<file path="src/rtl/modn_updown_counter_pkg.sv">
// Shared constants and the parameter legality check for the modulo-N up/down counter.
// Optional wrap counter is built when MODN_COUNTER_WRAP_CNT_EN is defined.
package modn_cnt_pkg;

   localparam logic DIR_UP = 1'b1;
   localparam logic DIR_DN = 1'b0;

   localparam int WRAP_CNT_W = 8;

   // MODULUS must have at least two states and must fit in WIDTH bits.
   function automatic bit modn_legal(input int modulus, input int width);
      if (width < 1 || width > 31) return 1'b0;
      return (modulus >= 2) && (longint'(modulus) <= (longint'(1) << width));
   endfunction

endpackage

</file>
<file path="src/rtl/modn_updown_counter_if.sv">
// Control/status bundle of the modulo-N counter.
// wrap_clr/wrap_cnt exist only when MODN_COUNTER_WRAP_CNT_EN is defined.
interface modn_updown_counter_if #(
   parameter int WIDTH = 4
) ();
   import modn_cnt_pkg::*;

   logic             en;
   logic             up_dn;
   logic             load;
   logic [WIDTH-1:0] load_val;
   logic [WIDTH-1:0] count;
   logic             tc_out;
   logic             load_err;
`ifdef MODN_COUNTER_WRAP_CNT_EN
   logic                  wrap_clr;
   logic [WRAP_CNT_W-1:0] wrap_cnt;
`endif

   modport master (
      output en, up_dn, load, load_val,
`ifdef MODN_COUNTER_WRAP_CNT_EN
      output wrap_clr,
      input  wrap_cnt,
`endif
      input  count, tc_out, load_err
   );

   modport slave (
      input  en, up_dn, load, load_val,
`ifdef MODN_COUNTER_WRAP_CNT_EN
      input  wrap_clr,
      output wrap_cnt,
`endif
      output count, tc_out, load_err
   );

endinterface

</file>
<file path="src/rtl/modn_updown_counter_wrap_tracker.sv">
// Saturating count of terminal-count pulses; used only with MODN_COUNTER_WRAP_CNT_EN.
module modn_wrap_tracker
   import modn_cnt_pkg::*;
(
   input  logic                  clk,
   input  logic                  reset,
   input  logic                  clr,
   input  logic                  inc,
   output logic [WRAP_CNT_W-1:0] wrap_cnt
);

   // Clear beats increment; stick at all-ones once reached.
   always_ff @(posedge clk) begin
      if (!reset)
         wrap_cnt <= '0;
      else if (clr)
         wrap_cnt <= '0;
      else if (inc && (wrap_cnt != '1))
         wrap_cnt <= wrap_cnt + WRAP_CNT_W'(1);
   end

endmodule

</file>
<file path="src/rtl/modn_updown_counter.sv">
// Modulo-N up/down counter with enable, range-checked load and registered
// terminal-count pulse. Define MODN_COUNTER_WRAP_CNT_EN to add the wrap counter.
module modn_updown_counter
   import modn_cnt_pkg::*;
#(
   parameter int MODULUS = 9,
   parameter int WIDTH   = 4
) (
   input  logic                  clk,
   input  logic                  reset,
   modn_updown_counter_if.slave  bus
);

   if (!modn_legal(MODULUS, WIDTH)) begin : g_bad_param
      $fatal(1, "modn_updown_counter: MODULUS out of range for WIDTH");
   end

   localparam logic [WIDTH-1:0] MAX = WIDTH'(MODULUS - 1);

   logic at_top, at_bot, load_ok, wrap;

   // Compare one bit wider so MODULUS == 2**WIDTH accepts every load value.
   assign load_ok = ({1'b0, bus.load_val} < (WIDTH+1)'(MODULUS));
   assign at_top  = (bus.count == MAX);
   assign at_bot  = (bus.count == '0);
   // This edge wraps: counting (not loading) and sitting on the boundary for the current direction.
   assign wrap    = !bus.load && bus.en && ((bus.up_dn == DIR_UP) ? at_top : at_bot);

   // Core state: reset > load > count > hold; pulses default low on every non-event edge.
   always_ff @(posedge clk) begin
      if (!reset) begin
         bus.count    <= '0;
         bus.tc_out   <= 1'b0;
         bus.load_err <= 1'b0;
      end else if (bus.load) begin
         bus.tc_out   <= 1'b0;
         bus.load_err <= !load_ok;
         bus.count    <= load_ok ? bus.load_val : MAX;
      end else if (bus.en) begin
         bus.tc_out   <= wrap;
         bus.load_err <= 1'b0;
         if (bus.up_dn == DIR_UP)
            bus.count <= at_top ? '0 : bus.count + WIDTH'(1);
         else
            bus.count <= at_bot ? MAX : bus.count - WIDTH'(1);
      end else begin
         bus.tc_out   <= 1'b0;
         bus.load_err <= 1'b0;
      end
   end

`ifdef MODN_COUNTER_WRAP_CNT_EN
   logic [WRAP_CNT_W-1:0] wrap_cnt;

   // Load also clears the tally; it never coincides with a wrap.
   modn_wrap_tracker u_wrap (
      .clk      (clk),
      .reset    (reset),
      .clr      (bus.wrap_clr | bus.load),
      .inc      (wrap),
      .wrap_cnt (wrap_cnt)
   );

   assign bus.wrap_cnt = wrap_cnt;
`endif

endmodule
</file>
<file path="src/flat_wrapper.sv">
// flat-port wrapper written by rule: the top's interface ports become plain ports
module modn_updown_counter_flat import modn_cnt_pkg::*;
#(
   parameter int MODULUS = 9,
   parameter int WIDTH   = 4
)
  (clk, reset, bus_en, bus_up_dn, bus_load, bus_load_val, bus_count, bus_tc_out, bus_load_err);
  modn_updown_counter_if #(.WIDTH(WIDTH)) bus_i ();
  input  logic clk;
  input  logic reset;
  input wire logic [$bits(bus_i.en)-1:0] bus_en;
  input wire logic [$bits(bus_i.up_dn)-1:0] bus_up_dn;
  input wire logic [$bits(bus_i.load)-1:0] bus_load;
  input wire logic [$bits(bus_i.load_val)-1:0] bus_load_val;
  output wire logic [$bits(bus_i.count)-1:0] bus_count;
  output wire logic [$bits(bus_i.tc_out)-1:0] bus_tc_out;
  output wire logic [$bits(bus_i.load_err)-1:0] bus_load_err;
  assign bus_i.en = bus_en;
  assign bus_i.up_dn = bus_up_dn;
  assign bus_i.load = bus_load;
  assign bus_i.load_val = bus_load_val;
  assign bus_count = bus_i.count;
  assign bus_tc_out = bus_i.tc_out;
  assign bus_load_err = bus_i.load_err;
  modn_updown_counter #(.MODULUS(MODULUS), .WIDTH(WIDTH)) u_core (.clk(clk), .reset(reset), .bus(bus_i));
endmodule
</file>
<file path="config.mk">
export PLATFORM = sky130hd
export DESIGN_NAME = modn_updown_counter_flat
export DESIGN_NICKNAME = d
export VERILOG_FILES = /design/src/rtl/modn_updown_counter_pkg.sv /design/src/rtl/modn_updown_counter_if.sv /design/src/rtl/modn_updown_counter_wrap_tracker.sv /design/src/rtl/modn_updown_counter.sv /design/src/flat_wrapper.sv
export SDC_FILE = /design/constraint.sdc
export NUM_CORES = 1
export LEC_CHECK = 0
export ABC_AREA = 0
export CORE_AREA = 2 2 39 41
export DETAILED_ROUTE_END_ITERATION = 10
export DIE_AREA = 0 0 41 43
export PLACE_DENSITY = 0.64
export SYNTH_ARGS = -nofsm -noshare
export SYNTH_HDL_FRONTEND = slang
export SYNTH_SLANG_ARGS = --single-unit
</file>
<file path="constraint.sdc">
create_clock -name clk -period 1.75 [get_ports clk]
set_input_delay 0.2625 -clock clk [delete_from_list [all_inputs] [get_ports clk]]
set_output_delay 0.2625 -clock clk [all_outputs]
set_load 0.02 [all_outputs]
</file>
==> results.yml <==
sta:
  slew_viol_final: 0
  setup_viol: 0
  clock_skew_ns: 0.000892
  fmax_ghz: 0.588
  min_period_over_period: 0.972
  rsz0062_at_grt: "false"
  finalSetupTns_ns: 0
  slew_headroom: 0.767
  whs_ns: 0.676
  tightest_slew_ns: 0.345
  fin_ws_ns: 0.0486
  period_needed_ns: 1.70
  hold_violations: 0
synth:
  synthCells: 64
  ys_warn_count: 0
  ys_seq_area_frac: 0.250
  ys_ff_latch: 6
  syn_area_per_cell_sq_um: 7.51
  syn-num-nets: 75
  synth.cell_area_sq_um: 480
  synthDistinctLibCells: 27
final_layout:
  syn_to_final_growth_pct: 32.3
  insertedDiodeCount: 0
  fin_cells: 94
  layout-drive-gt1-share: 0.0769
  fin_nets: 91
floorplanning:
  core_sq_um: 1380
  initial_core_util: 0.347
  die_w_um: 41
  rows: 14
  dieHeight_um: 43
  io_pins: 15
  dieArea_sq_um: 1760
global_route:
  antenna_found_initial: 0
  grt.overflow.total: 0
  globalRouteMet2Util: 0.222
  use_met1: 0.174
  grt.busiest_layer: "met2"
  grt_pass1_wl_um: 1700
  grt_use_total: 0.144
  grt_pass1_vias: 408
  met3_usage: 0.0785
  grt_max_degree: 12
clocking:
  insertion_delay_ns: 0.24
  ctsResizeCount: 0
  clock_path_buffers: 2
  cts_sinks: 6
  h-tree-depth: 1
  clkSlewWorstSetupHoldPaths_ns: 0.04
  cts-buffers-inserted: 3
  cts_root_buffer: "clkbuf_4"
  holdBufCountCts: 0
  postCtsSetupBuffers: 0
  cts_tree: "built"
routing:
  routed_wl_um: 1120
  drc: 0
  drtIter0Drc: 7
  vias_per_cell: 5.32
  vias: 500
  drt_first_pass_iters: 4
  ant_nets: 0
  avgRoutedWirePerCell_um: 11.9
min_path:
  hold_path.class: "in2reg"
run_status:
  status: "finished clean"
worst_setup_path:
  critPathCaptureType: "output pin"
  critical_path.max_fanout: 10
  critical_path_class: "reg2out"
  cp_cell_sequence: "clkdlybuf4s50_1"
  path_buf_inv: 1
  required_ns: 1.49
  worst_ep_arrival_time_ns: 1.44
  start_kind: "register"
  cp_top_family: "buffers and inverters"
  slowest_stage: "clkdlybuf4s50_1"
  max_stage_delay_ns: 0.68
power:
  power.density_nw_per_um2: 651
  peakVddDrop_v: 0.000322
  leakagePower_nw: 0.266
place:
  gp_congestion: 0.696
  dp_cells: 91
  dp_slack_ns: -0.0375
  io_buffers: 14
job:
  drv_cap: 0
==> routing by layer <==
layer  wire (um)  share of wire  vias up
met5           0              0        -
met4           0              0        0
met3          27          0.024        0
met2         567           0.51        7
met1         525           0.47      238
li1            -              -      255
==> final timing paths <==
check	startpoint	endpoint	slack (ns)	depth (start not counted)
hold / removal	bus_load_val[3]	u_core.bus.load_err	0.68	3
setup / recovery	u_core.bus.count[2]	bus_count[2]	0.05	1
setup reg to reg	u_core.bus.count[1]	u_core.bus.count[2]	0.13	6
hold reg to reg	u_core.bus.count[2]	u_core.bus.count[3]	0.68	2
==> layout by cell type, fill, tap and decap left out <==
cell / n
a221oi_1: 1
buf_4: 2
nor2_1: 7
ha_1: 2
xor2_1: 1
nor2b_1: 3
a311oi_1: 1
nand3_1: 1
nand2_1: 6
o21ai_1: 1
a211o_1: 1
and4_1: 2
o21a_1: 2
o311ai_1: 1
o41ai_1: 1
o22ai_1: 1
a21oi_1: 1
nor3b_2: 1
o311a_1: 2
a31oi_1: 2
clkdlybuf4s50_1: 14
inv_1: 8
dfxtp_1: 6
nor3_1: 3
clkbuf_4: 3
a22o_1: 1
o21ai_0: 4
==> synthesized netlist by cell type <==
cell / n / area share
inv_1: 8 / 0.063
nor2_1: 7 / 0.055
dfxtp_1: 6 / 0.25
nand2_1: 6 / 0.047
o21ai_0: 4 / 0.042
buf_6: 3 / 0.070
nor2b_1: 3 / 0.039
nor3_1: 3 / 0.031
a31oi_1: 2 / 0.026
and4_1: 2 / 0.036
ha_1: 2 / 0.052
o21a_1: 2 / 0.031
o311a_1: 2 / 0.042
a211o_1: 1 / 0.018
a21oi_1: 1 / 0.010
a221oi_1: 1 / 0.018
a22o_1: 1 / 0.018
a311oi_1: 1 / 0.018
buf_2: 1 / 0.010
clkbuf_1: 1 / 0.0078
nand3_1: 1 / 0.010
nor3b_2: 1 / 0.026
o21ai_1: 1 / 0.010
o22ai_1: 1 / 0.013
o311ai_1: 1 / 0.018
o41ai_1: 1 / 0.018
xor2_1: 1 / 0.018
==> logic make-up (layout without fill, tap and decap cells) <==
group | Yosys count | in the layout | synth area share
flops | 6 | 6 | 0.250
compound gates | 19 | 19 | 0.284
fa+ha+maj | 2 | 2 | 0.0521
buf+inv | 13 | 27 | 0.151
xor+xnor | 1 | 1 | 0.0182
simple gates | 23 | 23 | 0.245
==> registers in the layout, summed over array words and instances, names as in the netlist <==
register / count
u_core.bus.tc_out: 1
u_core.bus.load_err: 1
u_core.bus.count: 4
==> power by group <==
group | internal [mW] | switching, mW | total, mW
Sequential | 0.146 | 0.0144 | 0.160
Clock | 0.0774 | 0.0467 | 0.124
Combinational | 0.0657 | 0.0633 | 0.129
==> area by class of cell <==
| type | count | area (sq um) |
|---|---|---|
| Multi-Input combinational cell | 45 | 288 |
| Clock buffer | 3 | 22.5 |
| Fill cell | 150 | 748 |
| Tap cell | 16 | 20.0 |
| Inverter | 8 | 30.0 |
| Sequential cell | 6 | 120 |
| Timing Repair Buffer | 16 | 155 |
==> through the flow <==
| step | utilization | power [mW] | area (sq um) |
|---|---|---|---|
| 2_1_floorplan | - | 0.244 | 480 |
| 3_3_place_gp | 0.443 | 0.290 | 613 |
| 3_5_place_dp | 0.443 | 0.293 | 613 |
| 4_1_cts | 0.459 | 0.423 | 636 |
| 5_1_grt | 0.459 | 0.443 | 636 |
| 6_report | 0.459 | 0.414 | 636 |
(Power assumes the default switching activity.)
